===== src/rtl/mem_port_arbiter.sv =====
// mem_port_arbiter: shares one single-port synchronous memory between the
// CPU instruction-fetch port and the data load/store port.
//
// Ports:
//   clk, reset        rising-edge clock, synchronous active-low reset
//   if_req/if_addr    fetch request (held until if_gnt)
//   if_gnt            fetch accepted this cycle (combinational)
//   if_rvalid/rdata   fetch data return, one-cycle pulse
//   d_req/we/be/addr/wdata  data request (held until d_gnt)
//   d_gnt             data access accepted this cycle (combinational)
//   d_rvalid/rdata    load data return, one-cycle pulse
//   mem_en/we/be/addr/wdata  memory request, driven in the grant cycle
//   mem_rdata         memory read data, valid MEM_LATENCY cycles after mem_en
module mem_port_arbiter #(
  parameter int unsigned ADDR_WIDTH  = 32,
  parameter int unsigned DATA_WIDTH  = 32,
  parameter int unsigned MEM_LATENCY = 1
) (
  input  logic                    clk,
  input  logic                    reset,
  input  logic                    if_req,
  input  logic [ADDR_WIDTH-1:0]   if_addr,
  output logic                    if_gnt,
  output logic                    if_rvalid,
  output logic [DATA_WIDTH-1:0]   if_rdata,
  input  logic                    d_req,
  input  logic                    d_we,
  input  logic [DATA_WIDTH/8-1:0] d_be,
  input  logic [ADDR_WIDTH-1:0]   d_addr,
  input  logic [DATA_WIDTH-1:0]   d_wdata,
  output logic                    d_gnt,
  output logic                    d_rvalid,
  output logic [DATA_WIDTH-1:0]   d_rdata,
  output logic                    mem_en,
  output logic                    mem_we,
  output logic [DATA_WIDTH/8-1:0] mem_be,
  output logic [ADDR_WIDTH-1:0]   mem_addr,
  output logic [DATA_WIDTH-1:0]   mem_wdata,
  input  logic [DATA_WIDTH-1:0]   mem_rdata
);

  localparam int unsigned BE_W  = DATA_WIDTH / 8;
  localparam int unsigned CNT_W = 3;

  localparam logic PORT_IF = 1'b0;
  localparam logic PORT_D  = 1'b1;

  typedef enum logic {
    IDLE = 1'b0,
    BUSY = 1'b1
  } state_e;

  state_e             state_q, state_d;
  logic [CNT_W-1:0]   cnt_q, cnt_d;
  logic               owner_q, owner_d;
  logic               last_gnt_q, last_gnt_d;

  logic               issue_c;
  logic               ret_c;
  logic               gnt_if_c;
  logic               gnt_d_c;

  // Issue/return decode and round-robin grant; nothing is granted in reset.
  always_comb begin
    issue_c  = reset && ((state_q == IDLE) || (cnt_q == CNT_W'(1)));
    ret_c    = reset && (state_q == BUSY) && (cnt_q == CNT_W'(1));
    gnt_if_c = issue_c && if_req && (!d_req || (last_gnt_q == PORT_D));
    gnt_d_c  = issue_c && d_req && (!if_req || (last_gnt_q == PORT_IF));
  end

  // Grant, return and memory request outputs; memory bus is zero when idle.
  always_comb begin
    if_gnt    = gnt_if_c;
    d_gnt     = gnt_d_c;
    if_rvalid = ret_c && (owner_q == PORT_IF);
    d_rvalid  = ret_c && (owner_q == PORT_D);
    if_rdata  = mem_rdata;
    d_rdata   = mem_rdata;
    mem_en    = 1'b0;
    mem_we    = 1'b0;
    mem_be    = '0;
    mem_addr  = '0;
    mem_wdata = '0;
    if (gnt_if_c) begin
      mem_en   = 1'b1;
      mem_be   = {BE_W{1'b1}};
      mem_addr = if_addr;
    end else if (gnt_d_c) begin
      mem_en    = 1'b1;
      mem_we    = d_we;
      mem_be    = d_be;
      mem_addr  = d_addr;
      mem_wdata = d_wdata;
    end
  end

  // Next state: count down an outstanding read; a read grant (re)loads it.
  always_comb begin
    state_d    = state_q;
    cnt_d      = cnt_q;
    owner_d    = owner_q;
    last_gnt_d = last_gnt_q;
    if (state_q == BUSY) begin
      if (cnt_q == CNT_W'(1)) begin
        state_d = IDLE;
        cnt_d   = '0;
      end else begin
        cnt_d = cnt_q - CNT_W'(1);
      end
    end
    if (gnt_if_c) begin
      last_gnt_d = PORT_IF;
      owner_d    = PORT_IF;
      state_d    = BUSY;
      cnt_d      = CNT_W'(MEM_LATENCY);
    end else if (gnt_d_c) begin
      last_gnt_d = PORT_D;
      if (!d_we) begin
        owner_d = PORT_D;
        state_d = BUSY;
        cnt_d   = CNT_W'(MEM_LATENCY);
      end
    end
  end

  // State registers; reset drops any outstanding read.
  always_ff @(posedge clk) begin
    if (!reset) begin
      state_q    <= IDLE;
      cnt_q      <= '0;
      owner_q    <= PORT_IF;
      last_gnt_q <= PORT_IF;
    end else begin
      state_q    <= state_d;
      cnt_q      <= cnt_d;
      owner_q    <= owner_d;
      last_gnt_q <= last_gnt_d;
    end
  end

endmodule


===== config.mk =====
export PLATFORM = sky130hd
export DESIGN_NAME = mem_port_arbiter
export DESIGN_NICKNAME = d
export VERILOG_FILES = /design/src/rtl/mem_port_arbiter.sv
export SDC_FILE = /design/constraint.sdc
export NUM_CORES = 1
export LEC_CHECK = 0
export ABC_AREA = 1
export BUFFER_PORTS_ARGS = -buffer_cell sky130_fd_sc_hd__buf_4
export CAP_MARGIN = 0
export CORE_AREA = 8 8 100 102
export CTS_BUF_LIST = sky130_fd_sc_hd__clkbuf_4
export CTS_CLUSTER_DIAMETER = 120
export DETAILED_ROUTE_END_ITERATION = 10
export DIE_AREA = 0 0 108 110
export GPL_TIMING_DRIVEN = 0
export PLACE_DENSITY = 0.68
export SETUP_SLACK_MARGIN = 0.3
export SYNTH_ARGS = -nofsm -noshare
export SYNTH_HDL_FRONTEND = slang
export SYNTH_SLANG_ARGS = --single-unit

===== constraint.sdc =====
create_clock -name clk -period 2.6 [get_ports clk]
set_input_delay 0.52 -clock clk [delete_from_list [all_inputs] [get_ports clk]]
set_output_delay 0.52 -clock clk [all_outputs]
set_load 0.03 [all_outputs]

; Yosys cells after proc, flatten, opt, wreduce, memory -nomap -nowiden
; Cells that the tools add are included.
[op_classes]
n_addsub = 1
n_eq_ne = 1
muxes = 20
bitwise_logic = 5
reduce_logical = 16
[op_table]
columns = op, count
row1 = $mux W32, 4
row2 = $mux W3, 4
row3 = $mux W1, 10
row4 = $logic_and A1 B1 Y1, 9
row5 = $mux W4, 2
row6 = $not A1 Y1, 5
row7 = $eq A3 B1 Y1 const B, 1
row8 = $logic_or A1 B1 Y1, 3
row9 = $sub A3 B1 Y3 const B, 1
row10 = $logic_not A1 Y1, 2
row11 = $reduce_and A2 Y1, 1
row12 = $reduce_or A2 Y1, 1
[totals]
reg_bits = 6
output_inout_bits = 138
elab_cells = 48

; Depth between registers and ports, before layout
; Gate-level depths: netlist of run 1.
[depth]
ltp_word = 7
ltp_mapped = 9

; Worst setup path before layout of run 1
; No wires, ideal clock.
[synth_path]
path_type = register to output
start = reg cnt_q[1]
end = out mem_wdata[22]
arrival_time_ns = 1.456
path_slack_ns = 0.624
path_stages_with_launch = 8
path_buffers = 1
path_cell_list = dfxtp_1 inv_1 ha_1 nand2_1 nand2_2 nand4_4 buf_2 nor2_1
[synth_via]
elab_chain_cells = 7
word_cells_on_any_way = 9
cone_classes = 1 x eq/ne / 2 x mux / 6 x reduce/logical
[synth_rtl]
columns = item, line_no
row1 = start: declaration, 54  ; logic [CNT_W-1:0] cnt_q, cnt_d;
row2 = start signal: assignment, 135  ; cnt_q <= cnt_d;
row3 = $eq A3 B1 Y1 *, 65  ; issue_c = reset && ((state_q == IDLE) || (cnt_q == CNT_W'(1)));
row4 = $logic_or A1 B1 Y1 *, 65
row5 = $logic_and A1 B1 Y1 *, 65
row6 = $logic_and A1 B1 Y1 (2 in series), 68  ; gnt_d_c = issue_c && d_req && (!if_req || (last_gnt_q == PORT_IF));
row7 = $mux W32, 88  ; end else if (gnt_d_c) begin
row8 = $mux W32 *, 84  ; if (gnt_if_c) begin
row9 = end: declaration, 38  ; output logic [DATA_WIDTH-1:0] mem_wdata,
; Mark *: on every way between the ends. The rest lies on a longest branch, timed or not.

; Worst setup path after layout of run 1
[layout_path]
start = reg cnt_q[1]
end = out mem_addr[8]
[layout_via]
elab_chain_cells = 7
word_cells_on_any_way = 9
cone_classes = 1 x eq/ne / 2 x mux / 6 x reduce/logical
[layout_rtl]
columns = item, line_no
row1 = $eq A3 B1 Y1 *, 65
row2 = $logic_or A1 B1 Y1 *, 65
row3 = $logic_and A1 B1 Y1 *, 65
row4 = $logic_and A1 B1 Y1 (2 in series), 68
row5 = $mux W32, 88
row6 = $mux W32 *, 84
row7 = end: declaration, 37  ; output logic [ADDR_WIDTH-1:0] mem_addr,
; Marks and branches as above.

==> results of run 1 <==
-- per-stage QoR --
step / instances / cell area, um2 / util (%) / worst slack [ps] / hold slack (ps)
after floorplan: 293 / 1530 / - / 624 / 456
after global placement: 643 / 3480 / 41.1 / 368 / 474
after detailed placement: 643 / 3480 / 41.1 / 384 / 492
after CTS: 653 / 3620 / 42.7 / 284 / 501
after global routing: 663 / 3990 / 47.1 / 237 / 533
final: 663 / 3990 / 47.1 / 377 / 501
-- state kept, by name, indices dropped and copies added (netlist names) --
signal	flops
last_gnt_q	1
owner_q	1
cnt_q	3
state_q	1
-- layer usage --
layer  routed length [um]  up-vias
met3                 1450        2
li1                     -     1309
met2                 4830      162
met5                    0        -
met1                 2640     1084
met4                   17        0
-- layout by cell type (no fill, tap or decap), drive strengths merged --
master	synthesis	routed
o21ai	1	1
inv	42	43
ha	2	2
nor3	4	4
clkbuf	0	6
nand2	119	119
nor3b	1	1
buf	73	328
nand3	3	3
a21oi	1	1
nor2	40	40
nand4	1	1
dfxtp	6	6
-- worst max-delay path, cell delays in order (launching register included) --
cell and delay (ps):
dfxtp_2 310, inv_2 70, ha_4 150, nand2_4 50, nand2_4 80, nand4_4 210
inv_8 180, clkbuf_16 160, nand2_2 50, nand2_2 70, buf_6 130
-- where the power goes --
part	switching [W]	total (W)	leakage, nW	internal [W]
combinational	0.000485	0.000926	2.37	0.000440
sequential	0.00000881	0.000111	0.0500	0.000102
clock	0.0000311	0.0000832	0.0138	0.0000521
total	0.000525	0.00112	2.44	0.000595
-- how the worst max path moves through the flow --
stage                    end  slack (ps)  cells past startpoint
5_1_grt         mem_addr[21]         240                     10
3_3_place_gp     mem_addr[3]         370                     10
2_1_floorplan  mem_wdata[22]         620                      7
6_report         mem_addr[8]         380                     10
3_5_place_dp     mem_addr[7]         380                     10
4_1_cts          mem_addr[6]         280                     10
-- what timing repair did --
item / 4_1_cts / 5_1_grt
gates cloned: 0 / 4
pin swaps: 1 / 20
buffers inserted: 7 / 6
endpoints found under the setup margin: 36 / 66
resized for setup: 17 / 80
-- cell type report --
cell class	instances	area (um2)
tap	108	135
inverter	42	168
timing repair inverter	1	6.26
clock buffer	3	22.5
timing repair buffer	258	2120
multi-input combinational	172	848
fill	807	4480
buffer	73	566
sequential	6	123
-- cell families after synthesis --
| logic type | share of synthesized area (%) |
|---|---|
| DFF | 7.85 |
| adders and majority gates | 1.64 |
| AOI/OAI and AO/OA | 0.654 |
| and+or+nand+nor | 43.8 |
| buffers and inverters | 46.0 |
==> results.toml, run 1 <==
[sta]
slew-limit-headroom_pct = 83.1
worst_slew_pin_slew_ps = 254
rsz0062_at_grt = "true"
fmax_mhz = 450
period_needed_ps = 2220
finalHoldViolCount = 0
fin_crit_sh_pct = 85.5
skew_ps = 1.27
final.setup.tns_ps = 0
final-setup-viol-count = 0
slew_viol_final = 0

[global_routing]
overflow = 0
grt_pass1_vias = 2486
grt_max_degree = 11
grtUsageTotal_pct = 11.4
use_met1_pct = 9.87
grt_pass1_wl_mm = 11.4
use_met2_pct = 22.5
grt.busiest_layer = "met2"
antenna_found_initial = 0
grtUsageMet3_pct = 6.34

[synth]
syn_area_um2 = 1530
syn_inst = 293
yosys_warnings = 0
synthesis.nets = 432
synth_common_cells = "nand2_1, buf_4, inv_1, nor2_1, dfxtp_1"
synth_edf_count = 0
synth.avg_cell_area_um2 = 5.22
ys_top_cells_by_area = "buf_4, nand2_1, inv_1, nor2_1, dfxtp_1"
ys_types = 19
seq_area_frac_synth_pct = 7.85
synthArstFlopShare_pct = 0
yosys.area.top_type = "buf_4"
yosysTopAreaCellShare_pct = 33.9
synth_seq_cells = 6
yosysMostFrequentCell = "nand2_1"
synth_ff_type = "dfxtp_1"

[place]
gp_congestion = 0.802
portBuffers = 242
dpl.hpwl_mm = 7.41

[clock_tree]
clock_path_buffers = 2
cts_hold_buf = 0
clock-root-buffer = "clkbuf_4"
cts_tree = "built"
clk_pin_slew_worst_paths_ps = 40
clkLatencyLatePin_ps = 240
cts_buffers = 3
htree_levels = 1
cts_sinks = 6

[flow_run]
cap_viol_max_count = 0

[drt]
drc = 0
vias_per_cell = 3.86
first_pass_iters = 4
drtAntennaViolNets = 0
wire_per_inst_um = 13.5
num_vias = 2557
wl_mm = 8.94
drtIter0Drc = 77

[floorplanning]
die-area_um2 = 11900
fp.dieW_um = 108
coreArea_um2 = 8470
start_util_pct = 18.1
num_io_pins = 275
fp.dieH_um = 110
fp-row-count = 34

[hold_path]
whs_path_depth = 2
min_from = "owner_q$_SDFFE_PP0P_"
hold_path.class = "reg2reg"
whs_endpoint = "owner_q$_SDFFE_PP0P_"

[finish]
antenna_cells = 0
drive_gt1_share_pct = 70.1
nets = 696
syn2layout_area_growth_pct = 160

[setup_path]
r2r_cells = 10
cp-end-kind = "primary output"
crit_type = "reg2out"
worstPathArrival_ps = 1700
cp.required_ps = 2080
worstReg2RegEnd = "state_q$_SDFF_PN0_"
startpoint_type = "flop"
path_max_fanout = 7
worstSetupStartpoint = "cnt_q[1]$_SDFF_PP0_"
rr_startpoint = "cnt_q[1]$_SDFF_PP0_"
ff2ff_setup_slack_ps = 1020

[run_status]
status = "completed"

[power]
power_density_nw_per_um2 = 281
total_power_w = 0.00112
power_leakage_nw = 2.44
peakVddDrop_mv = 0.193
Note: power is estimated with default switching activity, not from simulation.
==> run 2: changes to the inputs <==
CORE_AREA = 2 2 105 107   (was 8 8 100 102)
CTS_CLUSTER_SIZE = 12   (was not set)
DIE_AREA = 0 0 107 109   (was 0 0 108 110)
PLACE_DENSITY = 0.58   (was 0.68)
==> results.toml, run 2 (synthesized netlist as in run 1, its figures left out) <==
[run_status]
status = "completed"

[finish]
drive_gt1_share_pct = 64.8
syn2layout_area_growth_pct = 146
regMostFlops = "cnt_q"
final_area_um2 = 3770
largest_reg_flops = 3
nets = 690
mostFrequentLayoutCell = "buf_4"
final_core_util_pct = 35.6
final_cell_mix = "buf_4, nand2_1, inv_1, nor2_1, nor2_2"
antenna_cells = 0

[global_routing]
grt_pass1_wl_mm = 9.50
overflow = 0
grtUsageTotal_pct = 9.93
antenna_found_initial = 0
grt_pass1_vias = 2285
grt_max_degree = 11

[power]
peakVddDrop_mv = 0.128
power_density_nw_per_um2 = 281
power_leakage_nw = 2.36

[setup_path]
cp.required_ps = 2080
cp-end-kind = "primary output"
worstPathArrival_ps = 1700
path_max_fanout = 10
r2r_cells = 10
ff2ff_setup_slack_ps = 1060
startpoint_type = "flop"
crit_type = "reg2out"

[clock_tree]
htree_levels = 1
clock_path_buffers = 2
cts_sinks = 6
cts_hold_buf = 0
clk_pin_slew_worst_paths_ps = 50
clkLatencyLatePin_ps = 250
cts_tree = "built"
cts_buffers = 3
clock-root-buffer = "clkbuf_4"

[sta]
fmax_mhz = 451
final-setup-viol-count = 0
final.setup.tns_ps = 0
skew_ps = 0.570
slew-limit-headroom_pct = 83.3
rsz0062_at_grt = "false"
slew_viol_final = 0
period_needed_ps = 2220
fin_crit_sh_pct = 85.3
finalHoldViolCount = 0
worst_slew_pin_slew_ps = 251
timing.hold.ws_ps = 494

[floorplanning]
fp.dieH_um = 109
start_util_pct = 14.4
coreArea_um2 = 10600
fp.dieW_um = 107
fp-row-count = 38
num_io_pins = 275
die-area_um2 = 11700

[hold_path]
whs_path_depth = 2
hold_path.class = "reg2reg"

[drt]
drc = 0
first_pass_iters = 4
drtAntennaViolNets = 0
drtIter0Drc = 57
vias_per_cell = 3.63
num_vias = 2499
wl_mm = 7.03
wire_per_inst_um = 10.2

[place]
gp_congestion = 0.716
portBuffers = 242
dpl.hpwl_mm = 6.01
post_dp_cell_area_um2 = 3520

[flow_run]
cap_viol_max_count = 0
run 2: cell count changes in the layout (fill, tap and decap cells not counted), sizes merged:
cell,before,now
inv,43,42
buf,328,326
clkbuf,6,3
run 2: metal layers:
metal	GRT usage (%)	share of wire [%]
met3	1.79	10
met2	21.5	57
met4	2.32	0.74
met5	0	0
met1	9.44	32
run 2: worst max-delay path, stage by stage (launching register included):
cell and delay [ps]:
dfxtp_1 310, inv_2 70, ha_4 130, nand2_2 60
nand2_4 90, nand4_4 150, buf_6 170, buf_4 160
nor2_1 120, buf_4 180
run 2: layout make-up:
class	instances	area, um2
buffer	73	571
clock buffer	3	22.5
fill	1130	6830
inverter	42	168
multi-input combinational	172	778
sequential	6	121
tap	140	175
timing repair buffer	253	1930
run 2: where the power goes:
| group | total, W | internal (W) | switching [W] |
|---|---|---|---|
| Sequential | 0.000111 | 0.000102 | 0.00000911 |
| Combinational | 0.000861 | 0.000401 | 0.000460 |
| Clock | 0.0000876 | 0.0000523 | 0.0000353 |
run 2: worst paths after layout:
kind | startpoint | end
hold / removal | owner_q$_SDFFE_PP0P_ | owner_q$_SDFFE_PP0P_
setup reg to reg | cnt_q[1]$_SDFF_PP0_ | cnt_q[0]$_SDFF_PN0_
setup / recovery | cnt_q[1]$_SDFF_PP0_ | mem_wdata[26]
hold reg to reg | owner_q$_SDFFE_PP0P_ | owner_q$_SDFFE_PP0P_
run 2: through the flow:
| step | setup WS (ps) | instances | power [W] |
|---|---|---|---|
| final | 382 | 689 | 0.00106 |
| after global placement | 386 | 675 | 0.000915 |
| after floorplan | 624 | 293 | 0.000575 |
| after CTS | 274 | 686 | 0.00105 |
| after global routing | 285 | 689 | 0.00113 |
| after detailed placement | 340 | 675 | 0.000921 |
run 2: repair_timing:
item	in CTS	in global routing
endpoints found under the setup margin	34	67
resized for setup	19	24
cloned	1	0
pin swaps	2	1
buffers inserted	7	3
==> run 3: changes to the inputs <==
ABC_AREA = not set   (was 1)
CORE_AREA = 2 2 107 109   (was 2 2 105 107)
DIE_AREA = 0 0 109 111   (was 0 0 107 109)
==> results.toml, run 3 <==
[setup_path]
path_cells = "inv_2, ha_4, nor2b_4, o211a_4, buf_4, and2_1, buf_4"
cp-end-kind = "primary output"
path_max_fanout = 10
cp.required_ps = 2080
worstPathArrival_ps = 1720
max_stage_delay_ps = 340
crit_top_cell = "buf_4"
crit_family = "buffers and inverters"
startpoint_type = "flop"
crit_buf_inv = 3
critPathSlowestCell = "dfxtp_1"
crit_type = "reg2out"

[synth]
yosysMostFrequentCell = "buf_4"
synth.avg_cell_area_um2 = 6.94
yosys_warnings = 0
syn_area_um2 = 1620
synth_common_cells = "buf_4, nor2_1, and2_1"
syn_inst = 234
synth_ff_type = "dfxtp_1"
synth_edf_count = 0
synth_seq_cells = 6
yosys.area.top_type = "buf_4"
yosysTopAreaCellShare_pct = 30.5
ys_types = 31
seq_area_frac_synth_pct = 7.40
synthesis.nets = 373
ys_top_cells_by_area = "buf_4, a32oi_1, and2_1, nor2_1, dfxtp_1"
synthArstFlopShare_pct = 0

[sta]
period_needed_ps = 2240
finalHoldViolCount = 0
fmax_mhz = 446
rsz0062_at_grt = "false"
worst_slew_pin_slew_ps = 448
final.setup.tns_ps = 0
fin_crit_sh_pct = 86.2
skew_ps = 9.21
slew-limit-headroom_pct = 70.1
final-setup-viol-count = 0
slew_viol_final = 0

[clock_tree]
clkLatencyLatePin_ps = 260
cts_sinks = 6
cts_tree = "built"
htree_levels = 1
clock-root-buffer = "clkbuf_4"
clock_path_buffers = 2
cts_buffers = 3
cts_hold_buf = 0
clk_pin_slew_worst_paths_ps = 50

[drt]
wl_met3_mm = 1.01
num_vias = 2574
wl_mm = 8.51
first_pass_iters = 4
wire_per_inst_um = 13.6
met2RoutedLength_mm = 4.72
dr.max_layer_used = "met4"
vias_per_cell = 4.11
drtIter0Drc = 52
drtAntennaViolNets = 0
drc = 0
wl_met1_mm = 2.73

[place]
gp_congestion = 0.759
dpl.hpwl_mm = 7.13
portBuffers = 241
place_inst = 618
post_dp_cell_area_um2 = 3610

[floorplanning]
start_util_pct = 14.7
die-area_um2 = 12100
num_io_pins = 275
fp-row-count = 39
coreArea_um2 = 11100
fp.dieW_um = 109
fp.dieH_um = 111

[power]
power_density_nw_per_um2 = 291
peakVddDrop_mv = 0.132
power_leakage_nw = 2.01

[finish]
final_core_util_pct = 33.8
fillers = 1154
syn2layout_area_growth_pct = 130
mostFrequentLayoutCell = "buf_4"
multiInputGateArea_um2 = 946
fin_cells = 627
final_area_um2 = 3740
drive_gt1_share_pct = 71.9
regMostFlops = "cnt_q"
final_cell_mix = "buf_4, nor2_1, and2_1, a32oi_1, nand2_1"
antenna_cells = 0
ff_latch_area_um2 = 121
largest_reg_flops = 3
nets = 625

[global_routing]
antenna_found_initial = 0
grt_max_degree = 11
grt_pass1_vias = 2573
grtUsageTotal_pct = 12.6
overflow = 0
grt_pass1_wl_mm = 12.2

[hold_path]
hold_path.class = "reg2reg"

[run_status]
status = "completed"

[flow_run]
cap_viol_max_count = 0
## run 3: cell types whose count changed after synthesis, sizes merged, moves of 3 or more
cell    previous run  this run
nor3               4         1
and2               0        33
nand2            119         8
a32oi              0        32
clkbuf             0         4
buf               73        80
a21oi              1         5
nor2              40        37
inv               42         4
## run 3: path summary, 6_finish.rpt
kind / slack, ps / cells after the start / end / start
max: 360 / 7 / mem_wdata[28] / cnt_q[1]$_SDFF_PP0_
min: 570 / 2 / cnt_q[1]$_SDFF_PP0_ / cnt_q[1]$_SDFF_PP0_
max reg2reg: 1220 / 6 / cnt_q[0]$_SDFF_PN0_ / cnt_q[1]$_SDFF_PP0_
min reg2reg: 570 / 2 / cnt_q[1]$_SDFF_PP0_ / cnt_q[1]$_SDFF_PP0_
## run 3: what timing repair did
action,CTS,global route
endpoints found under the setup margin,59,67
buffers inserted,3,3
gates cloned,0,0
gates resized for setup,10,14
## run 3: power by group
| group | switching, W | total (W) | internal [W] | leakage (nW) |
|---|---|---|---|---|
| combinational | 0.000474 | 0.000883 | 0.000409 | 1.95 |
| sequential | 0.00000976 | 0.000111 | 0.000102 | 0.0498 |
| clock | 0.0000405 | 0.0000932 | 0.0000527 | 0.0138 |
| total | 0.000524 | 0.00109 | 0.000564 | 2.01 |
## run 3: worst reg2reg max path, cell delays in order (launching register included)
cell and delay [ps]:
dfxtp_1 320, inv_2 80, ha_4 140, nor2b_4 180, buf_4 130, nor2_1 70
o311a_1 350
## run 3: cell families after synthesis
kind of cell	after synthesis	synth area share [%]
AO/OA/AOI/OAI	51	27.7
adder cells (fa/ha/maj)	2	1.54
buffers and inverters	88	36.5
flip-flops	6	7.40
AND/OR/NAND/NOR	87	26.9
## run 3: stage by stage
| step | power (W) | hold WS (ps) | setup WS [ps] |
|---|---|---|---|
| floorplan | 0.000611 | 508 | 432 |
| global placement | 0.000965 | 530 | 194 |
| detailed placement | 0.000973 | 556 | 196 |
| CTS | 0.00108 | 562 | 300 |
| global route | 0.00115 | 586 | 308 |
| finish | 0.00109 | 573 | 360 |
## run 3: layout make-up
type | count | area share [%]
Multi-Input combinational cell | 140 | 25.3
Timing Repair Buffer | 247 | 49.6
Inverter | 4 | 0.401
Buffer | 84 | 16.1
Clock buffer | 3 | 0.602
Sequential cell | 6 | 3.24
Tap cell | 143 | 4.78
## run 3: layer usage
metal  up-vias  global-route usage, %
met4         0                   1.62
met5         -                      0
met3         4                   2.47
met1      1153                   12.5
met2       167                   26.4
li1       1250                      -
